[config.mk]
export PLATFORM = sky130hd
export DESIGN_NAME = mem_arbiter
export DESIGN_NICKNAME = d
export VERILOG_FILES = /design/src/rtl/mem_arbiter_pkg.sv /design/src/rtl/mem_arbiter.sv
export SDC_FILE = /design/constraint.sdc
export NUM_CORES = 1
export LEC_CHECK = 0
export ABC_AREA = 1
export BUFFER_PORTS_ARGS = -buffer_cell sky130_fd_sc_hd__buf_2
export CAP_MARGIN = 20
export CORE_AREA = 3 3 106 108
export CTS_CLUSTER_SIZE = 20
export DETAILED_ROUTE_END_ITERATION = 16
export DIE_AREA = 0 0 109 111
export SYNTH_ARGS = -nofsm -noshare
export SYNTH_HDL_FRONTEND = slang
export SYNTH_SLANG_ARGS = --single-unit
[constraint.sdc]
create_clock -name clk -period 2.1 [get_ports clk]
set_clock_uncertainty 0.1 [all_clocks]
set_input_delay 0 -clock clk [delete_from_list [all_inputs] [get_ports clk]]
set_output_delay 0 -clock clk [all_outputs]
set_load 0.01 [all_outputs]
[src/rtl/mem_arbiter_pkg.sv]
// mem_arbiter_pkg
// Shared types and constants for the unified-memory arbiter.
//   addr_t / data_t : memory word address and data types
//   enable_t        : single-bit strobe type
//   be_t            : byte-enable vector (MEM_BE_W_DEFAULT bits)
//   arb_owner_e     : owner of the read response due in the next cycle
package mem_arbiter_pkg;

    localparam int ADDR_W               = 32;
    localparam int DATA_W               = 32;
    localparam int MEM_BE_W_DEFAULT     = DATA_W / 8;
    localparam int STARVE_LIMIT_DEFAULT = 4;

    typedef logic [ADDR_W-1:0]           addr_t;
    typedef logic [DATA_W-1:0]           data_t;
    typedef logic                        enable_t;
    typedef logic [MEM_BE_W_DEFAULT-1:0] be_t;

    typedef enum logic [1:0] {
        NONE   = 2'd0,
        RESP_I = 2'd1,
        RESP_D = 2'd2
    } arb_owner_e;

endpackage

[src/rtl/mem_arbiter.sv]
// mem_arbiter
// Shares one single-port synchronous memory between the instruction-fetch
// port (imem) and the load/store port (dmem). One access is granted per
// cycle; dmem normally wins, but a fetch that has been refused STARVE_LIMIT
// consecutive cycles wins the next arbitration. Read data returns one cycle
// after the grant with an rvalid strobe on the owning port.
//
// Ports:
//   clk, rst                 clock, asynchronous active-high reset
//   imem_req_i/addr_i        fetch request (held until granted)
//   imem_gnt_o               fetch accepted this cycle
//   imem_rvalid_o/rdata_o    fetch data, cycle after grant
//   dmem_req_i/we_i/addr_i/be_i/wdata_i  load/store request (held until granted)
//   dmem_gnt_o               load/store accepted this cycle
//   dmem_rvalid_o/rdata_o    load data, cycle after a load grant
//   mem_en_o/we_o/be_o/addr_o/wdata_o    memory command, driven in the grant cycle
//   mem_rdata_i              memory read data, one cycle after a read command
//
// Build option: define MEM_ARB_STATS_EN to add conflict_cnt_o and
// imem_stall_cnt_o (32-bit wrapping event counters).
module mem_arbiter
    import mem_arbiter_pkg::*;
#(
    parameter int STARVE_LIMIT = STARVE_LIMIT_DEFAULT,
    parameter int MEM_BE_W     = MEM_BE_W_DEFAULT
) (
    input  logic                clk,
    input  logic                rst,
    input  logic                imem_req_i,
    input  addr_t               imem_addr_i,
    output logic                imem_gnt_o,
    output logic                imem_rvalid_o,
    output data_t               imem_rdata_o,
    input  logic                dmem_req_i,
    input  logic                dmem_we_i,
    input  addr_t               dmem_addr_i,
    input  logic [MEM_BE_W-1:0] dmem_be_i,
    input  data_t               dmem_wdata_i,
    output logic                dmem_gnt_o,
    output logic                dmem_rvalid_o,
    output data_t               dmem_rdata_o,
    output logic                mem_en_o,
    output logic                mem_we_o,
    output logic [MEM_BE_W-1:0] mem_be_o,
    output addr_t               mem_addr_o,
    output data_t               mem_wdata_o,
    input  data_t               mem_rdata_i
`ifdef MEM_ARB_STATS_EN
    ,
    output logic [31:0]         conflict_cnt_o,
    output logic [31:0]         imem_stall_cnt_o
`endif
);

    localparam int                WCNT_W   = $clog2(STARVE_LIMIT + 1);
    localparam logic [WCNT_W-1:0] WAIT_MAX = WCNT_W'(STARVE_LIMIT);

    enable_t           imem_gnt_s;
    enable_t           dmem_gnt_s;
    logic [WCNT_W-1:0] wait_cnt_r;
    logic [WCNT_W-1:0] wait_cnt_s;
    arb_owner_e        owner_r;
    arb_owner_e        owner_s;

    // Arbitration: dmem first unless the fetch has waited long enough.
    // Grants are suppressed while reset is asserted so all outputs read idle.
    always_comb begin
        imem_gnt_s = 1'b0;
        dmem_gnt_s = 1'b0;
        if (rst) begin
            imem_gnt_s = 1'b0;
            dmem_gnt_s = 1'b0;
        end else if (imem_req_i && (!dmem_req_i || (wait_cnt_r == WAIT_MAX))) begin
            imem_gnt_s = 1'b1;
        end else if (dmem_req_i) begin
            dmem_gnt_s = 1'b1;
        end else begin
            imem_gnt_s = 1'b0;
            dmem_gnt_s = 1'b0;
        end
    end

    // Next value of the fetch wait counter: count refusals, saturate, clear otherwise.
    always_comb begin
        wait_cnt_s = {WCNT_W{1'b0}};
        if (imem_req_i && !imem_gnt_s) begin
            if (wait_cnt_r == WAIT_MAX) begin
                wait_cnt_s = wait_cnt_r;
            end else begin
                wait_cnt_s = wait_cnt_r + WCNT_W'(1);
            end
        end else begin
            wait_cnt_s = {WCNT_W{1'b0}};
        end
    end

    // Next response owner: only read grants produce a response.
    always_comb begin
        owner_s = NONE;
        if (imem_gnt_s) begin
            owner_s = RESP_I;
        end else if (dmem_gnt_s && !dmem_we_i) begin
            owner_s = RESP_D;
        end else begin
            owner_s = NONE;
        end
    end

    // State registers: wait counter and response owner.
    always_ff @(posedge clk or posedge rst) begin
        if (rst) begin
            wait_cnt_r <= {WCNT_W{1'b0}};
            owner_r    <= NONE;
        end else begin
            wait_cnt_r <= wait_cnt_s;
            owner_r    <= owner_s;
        end
    end

    // Memory command mux: the granted port drives the macro in the grant cycle.
    always_comb begin
        mem_we_o    = 1'b0;
        mem_be_o    = {MEM_BE_W{1'b0}};
        mem_addr_o  = {ADDR_W{1'b0}};
        mem_wdata_o = {DATA_W{1'b0}};
        if (imem_gnt_s) begin
            mem_we_o    = 1'b0;
            mem_be_o    = {MEM_BE_W{1'b1}};
            mem_addr_o  = imem_addr_i;
            mem_wdata_o = {DATA_W{1'b0}};
        end else if (dmem_gnt_s) begin
            mem_we_o    = dmem_we_i;
            mem_be_o    = dmem_be_i;
            mem_addr_o  = dmem_addr_i;
            mem_wdata_o = dmem_wdata_i;
        end else begin
            mem_we_o    = 1'b0;
            mem_be_o    = {MEM_BE_W{1'b0}};
            mem_addr_o  = {ADDR_W{1'b0}};
            mem_wdata_o = {DATA_W{1'b0}};
        end
    end

    // Response steering: read data reaches only the owning port, zero elsewhere.
    always_comb begin
        imem_rvalid_o = 1'b0;
        dmem_rvalid_o = 1'b0;
        imem_rdata_o  = {DATA_W{1'b0}};
        dmem_rdata_o  = {DATA_W{1'b0}};
        case (owner_r)
            RESP_I: begin
                imem_rvalid_o = 1'b1;
                imem_rdata_o  = mem_rdata_i;
            end
            RESP_D: begin
                dmem_rvalid_o = 1'b1;
                dmem_rdata_o  = mem_rdata_i;
            end
            NONE: begin
                imem_rvalid_o = 1'b0;
                dmem_rvalid_o = 1'b0;
            end
            default: begin
                imem_rvalid_o = 1'b0;
                dmem_rvalid_o = 1'b0;
            end
        endcase
    end

    assign imem_gnt_o = imem_gnt_s;
    assign dmem_gnt_o = dmem_gnt_s;
    assign mem_en_o   = imem_gnt_s | dmem_gnt_s;

`ifdef MEM_ARB_STATS_EN
    logic [31:0] conflict_cnt_r;
    logic [31:0] imem_stall_cnt_r;

    // Event counters: simultaneous requests and refused fetch cycles (wrapping).
    always_ff @(posedge clk or posedge rst) begin
        if (rst) begin
            conflict_cnt_r   <= 32'd0;
            imem_stall_cnt_r <= 32'd0;
        end else begin
            if (imem_req_i && dmem_req_i) begin
                conflict_cnt_r <= conflict_cnt_r + 32'd1;
            end else begin
                conflict_cnt_r <= conflict_cnt_r;
            end
            if (imem_req_i && !imem_gnt_s) begin
                imem_stall_cnt_r <= imem_stall_cnt_r + 32'd1;
            end else begin
                imem_stall_cnt_r <= imem_stall_cnt_r;
            end
        end
    end

    assign conflict_cnt_o   = conflict_cnt_r;
    assign imem_stall_cnt_o = imem_stall_cnt_r;
`endif

endmodule

After elaboration in Yosys (flattened, before gate mapping). Cells that the tools add are included.

Bitwise gates (word level): 1. Reductions and logical operators: 7. Add/subtract/negate cells: 1. Equal/unequal tests: 4. Multiplexer cells: 21.

Operators by type and width (count): 2-to-1 mux 32 bit (6); 2-to-1 mux 1 bit (9); 2-to-1 mux 4 bit (2); 2-to-1 mux 3 bit (2); 2-to-1 mux 2 bit (2); adder 3 x 1 -> 3 bit (second input constant) (1); == test 3 bit (second input constant) (1); logical AND 1 bit (3); logical NOT 1 bit (3); == test 2 x 1 -> 1 bit (second input constant) (1); == test 2 bit (second input constant) (1); inequality test 2 bit (second input constant) (1); logical OR 1 bit (1); OR 1 bit (1).

Output and inout port bits: 138. Bits in registers: 5. Bits of input ports: 137. Logic and storage cells: 36.

Longest topological paths before layout. Gate-level depths: netlist of the first run.

Depth in word-level cells: 8. Depth in mapped cells: 8. Depth with buffers taken out: 7.

Worst setup path before layout of the first run. Ideal clock, no wire load.

Path type: register to output. Start point: register wait_cnt_r[0]. End point: output mem_wdata_o[10]. Data arrival time: 1226 ps. Cell stages (with the launch flop): 9. Buffers on the path: 1. Slack: 774 ps. Cell sequence: dfrtp_1 inv_1 ha_1 nand2_2 nand2_4 nand2_4 nand2_8 buf_6 nor2_2.

Cells in the longest elaborated chain, start to end: 7. Elaborated cells on any way between the ends: 9. Classes of those cells: 1 x eq/ne; 6 x mux; 2 x reduce/logical.

Ends and longest elaborated chain: from (decl) (line mem_arbiter.sv:60) `logic [WCNT_W-1:0] wait_cnt_r;`; from (signal assigned) (line mem_arbiter.sv:112) `wait_cnt_r <= {WCNT_W{1'b0}};`; from (signal assigned) (line mem_arbiter.sv:115) `wait_cnt_r <= wait_cnt_s;`; == test 3 bit (*) (line mem_arbiter.sv:73) `end else if (imem_req_i && (!dmem_req_i || (wait_cnt_r == WAIT_MAX))) begin`; logical OR 1 bit (*) (line mem_arbiter.sv:73); logical AND 1 bit (*) (line mem_arbiter.sv:73); 2-to-1 mux 1 bit (line mem_arbiter.sv:73); 2-to-1 mux 1 bit (line mem_arbiter.sv:70) `if (rst) begin`; 2-to-1 mux 32 bit (line mem_arbiter.sv:131) `end else if (dmem_gnt_s) begin`; 2-to-1 mux 32 bit (*) (line mem_arbiter.sv:126) `if (imem_gnt_s) begin`; to (decl) (line mem_arbiter.sv:46) `output data_t mem_wdata_o,`.

Every way passes the cells marked *; elsewhere a longest branch is shown, timed or not.

Worst setup path in the final report of the first run.
Start point: register wait_cnt_r[0]. End point: output imem_gnt_o.

Cells in the longest elaborated chain, start to end: 5.

Ends and longest elaborated chain: == test 3 bit (line mem_arbiter.sv:73); logical OR 1 bit (line mem_arbiter.sv:73); logical AND 1 bit (line mem_arbiter.sv:73); 2-to-1 mux 1 bit (line mem_arbiter.sv:73); 2-to-1 mux 1 bit (line mem_arbiter.sv:70); to (decl) (line mem_arbiter.sv:31) `output logic imem_gnt_o,`.

Every way passes these cells.

==> metrics.yaml, run 1 <==
status:
  run_status: "completed"
setup_path:
  end_kind: "primary output"
  arrival_ps: 1810
  crit_path_frequent_cell: "inv_1"
  required_ps: 2000
  crit_slowest_cell: "dfrtp_1"
  ff2ff_path_depth: 8
  reg2reg_from: "wait_cnt_r[0]"
  cp_max_fo: 33
  crit_path_start_kind: "flop"
  crit_chain: "inv_1, ha_1, nand2_2, nand2_4, buf_4, nand3_2, inv_1, buf_2"
  r2r-end: "wait_cnt_r[0]"
  crit_type: "reg -> out"
  crit_start: "wait_cnt_r[0]"
  rrSetupSlack_ps: 350
  crit_path_max_incr_delay_ps: 380
cells_and_area:
  num_antenna_cells: 0
  area_growth_pct: 89.9
  nNetsFinal: 730
  drive_gt1_share_pct: 54.1
  fin_util_pct: 30.5
  final_area_sq_um: 3150
sta:
  slew_violations: 0
  slew_headroom_pct: 38.2
  tightest_slew_ps: 926
  fin_crit_sh_pct: 91.0
  finalSetupTns_ps: 0
  fin_crit_ps: 1910
  fmax_mhz: 523
  setup_viol: 0
  holdWs_ps: 98.5
  finalHoldViolations: 0
  rsz0062_at_grt: "false"
clock_tree:
  cts_max_path_buffers: 2
  clkSlewWorstSetupHoldPaths_ps: 40
  h-tree-depth: 1
  clock_sinks: 5
  root_buffer: "clkbuf_8"
  post_cts_buffers: 0
  cts_tree: "yes"
  clk_latency_ps: 220
  numCtsBuffers: 3
placement:
  gp_congestion: 0.808
  port_buffers: 274
  hpwl_mm: 6.56
  placed_area_sq_um: 3090
min_path:
  worstHoldPathCells: 3
  min_to: "wait_cnt_r[0]"
  hold_class: "in -> reg"
  min_from: "imem_req_i"
global_route:
  antenna_found_initial: 0
  groute.layer.met2.usage_pct: 22.0
  grt_max_degree: 39
  grtUsageMet3_pct: 2.39
  top_usage_layer: "met2"
  grtUsageMet1_pct: 12.2
  grtUsageTotal_pct: 11.2
  grt_pass1_wl_mm: 11.5
  grt_pass1_vias: 2535
  grt_overflow: 0
drt:
  drt-total-wl_mm: 7.79
  drcViolationCount: 0
  vias: 2879
  antenna_left: 0
  drtIter0Drc: 122
  firstDrtPassIters: 4
  avgRoutedWirePerCell_microns: 10.7
  viasPerCell: 3.97
die:
  start_util_pct: 16.1
  die_h_microns: 111
  fp.dieW_microns: 109
  die_area_sq_um: 12100
  ioPinCount: 275
  core-area_sq_um: 10300
  rows: 37
power_and_ir_drop:
  vdd_ir_drop_max_uv: 233
  leakage_nw: 2.36
  p_per_area_nw_per_um2: 269
run:
  cap_violations: 0
yosys:
  synth-compound-area-share_pct: 0.301
  synth_fa_ha_area_share_pct: 1.51
  yosys.area_share.simple_pct: 63.6
  ys_seq_area_share_pct: 7.54
  syn_area_per_cell_sq_um: 5.03
  yosys_register_bits: 5
  synth_nets: 469
  synth_cell_types: 20
  synth_xor_xnor_area_share_pct: 0.528
  synthesis.area_sq_um: 1660
  synthMuxAreaShare_pct: 0
  synthCells: 330
  yosys_warnings: 0
  synth_top_family_by_area: "simple AND/OR/NAND/NOR gates"
## layout by cell type, fill, tap and decap left out, drive strengths merged
cell and n:
clkbuf 3, nand4 32, nand3 33, dlygate4sd3 2, buf 279, o21ai 1
clkinv 1, inv 76, dfrtp 5, nor2 104, ha 2, nand2 51
xor2 1
## synth_stat cells
cell type	count	share of area, %
nand2_2	1	0.38
buf_6	3	2.0
buf_4	6	2.7
xor2_1	1	0.53
nand3_1	32	9.6
nor2_2	28	11
inv_4	1	0.38
o21ai_0	1	0.30
inv_2	2	0.45
nand4_1	32	12
inv_1	73	17
nand2_8	1	1.2
buf_2	11	3.3
nor2_1	76	17
nand3_2	1	0.60
dfrtp_1	5	7.5
ha_1	2	1.5
nand2_4	2	1.4
clkbuf_1	5	1.1
nand2_1	47	11
## report_power, final
| part | total [W] | internal, W | switching, W |
|---|---|---|---|
| Sequential | 0.000112 | 0.000106 | 0.00000575 |
| Clock | 0.000180 | 0.000128 | 0.0000521 |
| Combinational | 0.000557 | 0.000238 | 0.000319 |
## worst max path at each step
stage	endpoint	slack (ps)	cells past startpoint
after CTS	imem_gnt_o	160	8
after detailed placement	wait_cnt_r[1]	340	8
after floorplan	mem_wdata_o[10]	770	8
after global routing	imem_gnt_o	10	8
after global placement	wait_cnt_r[0]	370	8
final	imem_gnt_o	190	8
## cell families after synthesis
| group | Yosys count |
|---|---|
| fa+ha+maj | 2 |
| simple gates | 220 |
| buf+inv | 101 |
| xor+xnor | 1 |
| compound gates | 1 |
| flops | 5 |
## flip-flops by register name (all words and copies together) (netlist names)
signal,count
wait_cnt_r,3
owner_r,2
## critical path, delay by kind of cell, from the launching register on
family | cells | cell delay [ps]
buffers and inverters | 4 | 640
and+or+nand+nor | 3 | 390
DFF | 1 | 380
adders and majority gates | 1 | 160
## timing repair
action	in CTS	in global routing
hold buffers	2	0
hold endpoints to repair	6	0
gates resized for setup	0	0
## routing by layer
layer  up-vias  wire (microns)  part of all wire, %
li1       1509               -                    -
met1      1188            2830                   36
met2       176            3960                   51
met3         6             943                   12
met4         0              65                 0.83
met5         -               0                    0
## metrics by stage
| stage | cells | power [W] | worst slack (ps) |
|---|---|---|---|
| after floorplan | 330 | 0.000417 | 774 |
| after global placement | 720 | 0.000670 | 372 |
| after detailed placement | 720 | 0.000671 | 341 |
| after CTS | 726 | 0.000863 | 161 |
| after global routing | 726 | 0.000932 | 9.87 |
| final | 726 | 0.000849 | 188 |
## final cells by class
| cell class | count | area, sq um |
|---|---|---|
| Fill cell | 1178 | 7170 |
| Timing Repair Buffer | 281 | 1430 |
| Multi-Input combinational cell | 224 | 1090 |
| Inverter | 76 | 288 |
| Tap cell | 136 | 170 |
| Sequential cell | 5 | 125 |
| Clock buffer | 3 | 41.3 |
| Clock inverter | 1 | 5.00 |
Power figures use the tool's default switching activity.
==> run 2: changes to the inputs <==
ABC_AREA = default   (was 1)
CORE_AREA = 3 3 105 107   (was 3 3 106 108)
CTS_CLUSTER_SIZE = default   (was 20)
DIE_AREA = 0 0 108 110   (was 0 0 109 111)
==> metrics.yaml, run 2 <==
status:
  run_status: "completed"
setup_path:
  crit_type: "reg -> out"
  r2r-end: "owner_r[1]"
  crit_cells: 7  # -1
  reg2reg_from: "wait_cnt_r[0]"
  arrival_ps: 1890  # +80 ps
  crit_slowest_cell: "dfrtp_1"
  crit_path_max_incr_delay_ps: 360  # -20 ps
  cp_max_fo: 39  # +18%
  cp.buffers_inverters: 3  # -1
  crit_start: "wait_cnt_r[0]"
  ff2ff_path_depth: 5  # -3
  crit_path_start_kind: "flop"
  rrSetupSlack_ps: 570  # +220 ps
  required_ps: 2000  # about the same
  end_kind: "primary output"
  crit_family: "buffers and inverters"
  crit_chain: "inv_1, ha_1, a21boi_1, nor3b_4, buf_12, or2_2, buf_2"
yosys:
  synthTopCellsByCount: "and2_1, and3_1, a22o_1, clkbuf_1"
  synth_cell_types: 23  # +15%
  yosysMostFrequentCell: "and2_1"
  synth_top_area_cell: "and2_1"
  synthCells: 187  # -43%
  ys.flop_type: "dfrtp_1"
  yosys_register_bits: 5  # unchanged
  synthesis.area_sq_um: 1340  # -19%
  synth_nets: 326  # -30%
  synth-edff-count: 0  # unchanged
  ys_seq_area_share_pct: 9.33  # +1.8 points
  synth_top_area_share_pct: 29.9  # +13 points
  syn_area_per_cell_sq_um: 7.17  # +43%
  postSynth.asyncResetShare_pct: 100  # unchanged
  synth_area_leaders: "and2_1, a22o_1, and3_1"
  yosys_warnings: 0  # unchanged
sta:
  fin_crit_ps: 1990  # +79.1 ps
  holdWs_ps: 7.77  # -90.7 ps
  finalSetupTns_ps: 0  # unchanged
  slew_headroom_pct: 75.6  # +37 points
  fmax_mhz: 502  # -4.0%
  finalHoldViolations: 0  # unchanged
  setup_viol: 0  # unchanged
  fin_crit_sh_pct: 94.8  # +3.8 points
  rsz0062_at_grt: "false"
  tightest_slew_ps: 367  # -560 ps
  slew_violations: 0  # unchanged
run:
  cap_violations: 0  # unchanged
cells_and_area:
  drive_gt1_share_pct: 63.6  # +9.6 points
  area_growth_pct: 114
  regArea_sq_um: 125  # unchanged
  final_cell_mix: "buf_2, and2_1, and3_1"
  fillCellCount: 1176  # -0.17%
  final_common_cell: "buf_2"
  largest_register_ffs: 3  # unchanged
  stdcell_count: 587  # -19%
  multi_input_area_sq_um: 1080  # -1.0%
  nNetsFinal: 591  # -19%
  num_antenna_cells: 0  # unchanged
  fin_util_pct: 28.1  # -2.4 points
  largestRegisters: "wait_cnt_r (3), owner_r (2)"
  regMostFlops: "wait_cnt_r"
power_and_ir_drop:
  swShare_pct: 36.3  # -8.1 points
  leakage_nw: 1.99  # -16%
  switchingPower_w: 0.000266  # -29%
  finalPower_w: 0.000734  # -13%
  intPower_w: 0.000468  # -0.89%
  p_per_area_nw_per_um2: 255  # -5.2%
  seqPwrFrac_pct: 14.4  # +1.2 points
  vdd_ir_drop_max_uv: 109  # -53%
  power_frac_comb_pct: 61.2  # -4.4 points
  clockPowerShare_pct: 24.4  # +3.2 points
clock_tree:
  numCtsBuffers: 3  # unchanged
  clkSlewWorstSetupHoldPaths_ps: 40  # about the same
  h-tree-depth: 1  # unchanged
  cts_max_path_buffers: 2  # unchanged
  clock_sinks: 5  # unchanged
  cts_tree: "yes"
  clk_latency_ps: 220  # about the same
  root_buffer: "clkbuf_8"
min_path:
  worstHoldPathCells: 3  # unchanged
  hold_class: "in -> reg"
  min_from: "imem_req_i"
  min_to: "wait_cnt_r[2]"
global_route:
  grt_overflow: 0  # unchanged
  grt_pass1_vias: 2008  # -21%
  grt_pass1_wl_mm: 9.83  # -14%
  grtUsageTotal_pct: 10.5  # -0.69 points
  antenna_found_initial: 0  # unchanged
  grt_max_degree: 40  # +2.6%
placement:
  gp_congestion: 0.659  # -18%
  dp_cells: 581  # -19%
  port_buffers: 274  # unchanged
  hpwl_mm: 6.63  # +1.1%
die:
  die_area_sq_um: 11900  # -1.8%
  start_util_pct: 13.1  # -3.0 points
  die_h_microns: 110  # -0.90%
  ioPinCount: 275  # unchanged
  core-area_sq_um: 10200  # -0.90%
  rows: 37  # unchanged
  fp.dieW_microns: 108  # -0.92%
drt:
  antenna_left: 0  # unchanged
  drtIter0Drc: 104  # -15%
  viasPerCell: 4.13  # +4.3%
  vias: 2427  # -16%
  drt-total-wl_mm: 7.63  # -2.0%
  firstDrtPassIters: 4  # unchanged
  avgRoutedWirePerCell_microns: 13.0  # +21%
  drcViolationCount: 0  # unchanged
-- run 2: cell count changes after synthesis, sizes merged, moves of 32 or more --
| cell | delta |
|---|---|
| and2 | +65 |
| nor2 | -102 |
| nand2 | -45 |
| and3 | +33 |
| inv | -73 |
| a22o | +32 |
| nand4 | -32 |
-- run 2: per-layer routing --
layer | global-route usage [%] | part of all wire [%]
met1 | 12.9 | 38
met5 | 0 | 0
met2 | 18.4 | 48
met4 | 3.79 | 1.1
met3 | 2.04 | 13
-- run 2: power groups by stage --
stage	registers (W)	clock network (W)	logic, W
global route	0.000106	0.000192	0.000496
detailed placement	0.000107	0	0.000450
CTS	0.000106	0.000185	0.000454
global placement	0.000107	0	0.000442
finish	0.000106	0.000179	0.000449
floorplan	0.000106	0	0.000207
-- run 2: cell type report --
cell class	count	area share [%]
timing repair buffer	281	50.1
sequential	5	4.35
multi-input combinational	158	37.7
inverter	3	0.391
clock buffer	4	1.57
tap	136	5.92
-- run 2: worst max path at each step --
stage,end,slack (ps)
after floorplan,mem_addr_o[10],560
after global placement,mem_en_o,400
after detailed placement,mem_en_o,340
after CTS,mem_en_o,100
after global routing,mem_en_o,20
final,mem_en_o,110
-- run 2: repair_timing --
action	in CTS	in global routing
hold buffers	2	0
setup buffers	0	0
resized for setup	0	0
endpoints found under the hold margin	6	0
-- run 2: cell families (layout without fill, tap and decap cells) --
family,Yosys count,after routing,share of synthesized area (%)
AOI/OAI and AO/OA,41,41,25.4
DFF,5,5,9.33
buffers and inverters,24,288,10.5
adders and majority gates,2,2,1.87
and+or+nand+nor,115,115,52.9
-- run 2: worst register-to-register path: stages, from the launching register on --
cell     delay [ps]
dfrtp_1         360
inv_1            70
ha_1            260
nand3_2          90
and2_4          370
nor2b_1         210
-- run 2: per-stage QoR --
step                setup WS, ps  cell area (sq um)
floorplan                    558               1340
global placement             398               2810
detailed placement           338               2810
CTS                          101               2880
global route                21.3               2880
finish                       109               2880
==> run 3: changes to the inputs <==
ABC_AREA = 1   (was default)
CORE_AREA = 3 3 106 108   (was 3 3 105 107)
DIE_AREA = 0 0 109 111   (was 0 0 108 110)
GPL_TIMING_DRIVEN = 0   (was default)
==> metrics.yaml, run 3 (synthesized netlist as in run 1, its figures left out) <==
status:
  run_status: "completed"
min_path:
  hold_class: "in -> reg"
cells_and_area:
  largest_register_ffs: 3  # unchanged
  drive_gt1_share_pct: 54.5  # -9.1 points
  regMostFlops: "wait_cnt_r"
  final_common_cell: "buf_2"
  regArea_sq_um: 125  # unchanged
  nNetsFinal: 749  # +27%
  fin_util_pct: 31.6  # +3.5 points
  largestRegisters: "wait_cnt_r (3), owner_r (2)"
  final_cell_mix: "buf_2, nor2_1, inv_1"
  multi_input_area_sq_um: 1090  # +1.0%
  num_antenna_cells: 0  # unchanged
  fillCellCount: 1206  # +2.6%
  area_growth_pct: 96.5
drt:
  wl_met3_microns: 910  # -5.8%
  antenna_left: 0  # unchanged
  vias: 2950  # +22%
  drtIter0Drc: 164  # +58%
  drcViolationCount: 0  # unchanged
  drt-total-wl_mm: 8.51  # +11%
  avgRoutedWirePerCell_microns: 11.4  # -12%
  highest_layer: "met4"
  firstDrtPassIters: 4  # unchanged
  wl_met2_mm: 4.38  # +19%
  viasPerCell: 3.96  # -4.2%
  m1WireLength_mm: 3.17  # +9.1%
sta:
  fin_crit_sh_pct: 84.5  # -10 points
  tightest_slew_ps: 479  # +112 ps
  rsz0062_at_grt: "false"
  fmax_mhz: 563  # +12%
  setup_viol: 0  # unchanged
  slew_violations: 0  # unchanged
  holdWs_ps: 57.5  # +49.8 ps
  finalSetupTns_ps: 0  # unchanged
  slew_headroom_pct: 68.1  # -7.5 points
  finalHoldViolations: 0  # unchanged
  fin_crit_ps: 1780  # -215 ps
global_route:
  antenna_found_initial: 0  # unchanged
  grt_overflow: 0  # unchanged
  grt_max_degree: 15  # -63%
  grtUsageTotal_pct: 12.5  # +2.0 points
  grt_pass1_wl_mm: 12.6  # +28%
  grt_pass1_vias: 2756  # +37%
die:
  rows: 37  # unchanged
  ioPinCount: 275  # unchanged
  die_area_sq_um: 12100  # +1.8%
  core-area_sq_um: 10300  # +0.91%
  fp.dieW_microns: 109  # +0.93%
  die_h_microns: 111  # +0.91%
  start_util_pct: 16.1  # +3.0 points
setup_path:
  end_kind: "primary output"
  required_ps: 2000  # about the same
  crit_path_start_kind: "flop"
  cp_max_fo: 10  # -74%
  arrival_ps: 1680  # -210 ps
  crit_type: "reg -> out"
placement:
  port_buffers: 273  # -0.36%
  hpwl_mm: 7.33  # +11%
  gp_congestion: 0.786  # +19%
clock_tree:
  clkSlewWorstSetupHoldPaths_ps: 40  # about the same
  clk_latency_ps: 220  # about the same
  root_buffer: "clkbuf_8"
  numCtsBuffers: 3  # unchanged
  h-tree-depth: 1  # unchanged
  cts_tree: "yes"
  clock_sinks: 5  # unchanged
  post_cts_resized: 0  # unchanged
  cts_max_path_buffers: 2  # unchanged
run:
  cap_violations: 0  # unchanged
power_and_ir_drop:
  leakage_nw: 2.42  # +21%
  p_per_area_nw_per_um2: 268  # +5.0%
  vdd_ir_drop_max_uv: 107  # -1.4%
## run 3: path summary, 6_finish.rpt
| check | startpoint | endpoint | slack, ps | depth (start not counted) |
|---|---|---|---|---|
| setup / recovery | wait_cnt_r[0] | mem_wdata_o[29] | 320 | 9 |
| hold / removal | imem_req_i | wait_cnt_r[2] | 60 | 3 |
| setup reg to reg | wait_cnt_r[0] | wait_cnt_r[1] | 650 | 7 |
| hold reg to reg | wait_cnt_r[0] | wait_cnt_r[0] | 570 | 3 |
| max in group asynchronous | rst | owner_r[1] | 1270 | 4 |
| min in group asynchronous | rst | wait_cnt_r[2] | 390 | 4 |
## run 3: critical path, cell delays in order, from the launching register on
cell and delay, ps:
dfrtp_1 340, inv_1 60, ha_1 200, nand2_2 120, nand2_4 100, nand2_4 130
nand2_8 90, buf_6 160, nor2_2 100, buf_2 140
## run 3: power breakdown
| group | switching, W | internal [W] |
|---|---|---|
| Sequential | 0.00000533 | 0.000106 |
| Clock | 0.0000492 | 0.000131 |
| Combinational | 0.000328 | 0.000254 |
| Total | 0.000383 | 0.000492 |
## run 3: layout make-up
cell class                      instances  area share, %
Timing Repair Buffer                  275           42.5
Multi-Input combinational cell        224           33.6
Inverter                               76           8.82
Tap cell                              136           5.22
Buffer                                 25           4.68
Sequential cell                         5           3.84
Clock buffer                            4           1.38
## run 3: what timing repair did
item / in CTS / in global routing
hold endpoints to repair: 6 / 0
setup buffers: 0 / 0
hold buffers: 2 / 0
## run 3: metrics by stage
step | setup slack, ps | total power, W | cells | cell area [sq um]
3_3_place_gp | 540 | 0.000697 | 739 | 3200
6_report | 325 | 0.000875 | 745 | 3260
4_1_cts | 307 | 0.000891 | 745 | 3260
2_1_floorplan | 774 | 0.000417 | 330 | 1660
5_1_grt | 214 | 0.000960 | 745 | 3260
3_5_place_dp | 549 | 0.000697 | 739 | 3200
## run 3: metal layers
metal,GRT usage [%],up-vias
li1,-,1546
met2,24.6,162
met1,13.5,1240
met3,2.50,2
met5,0,-
met4,2.27,0
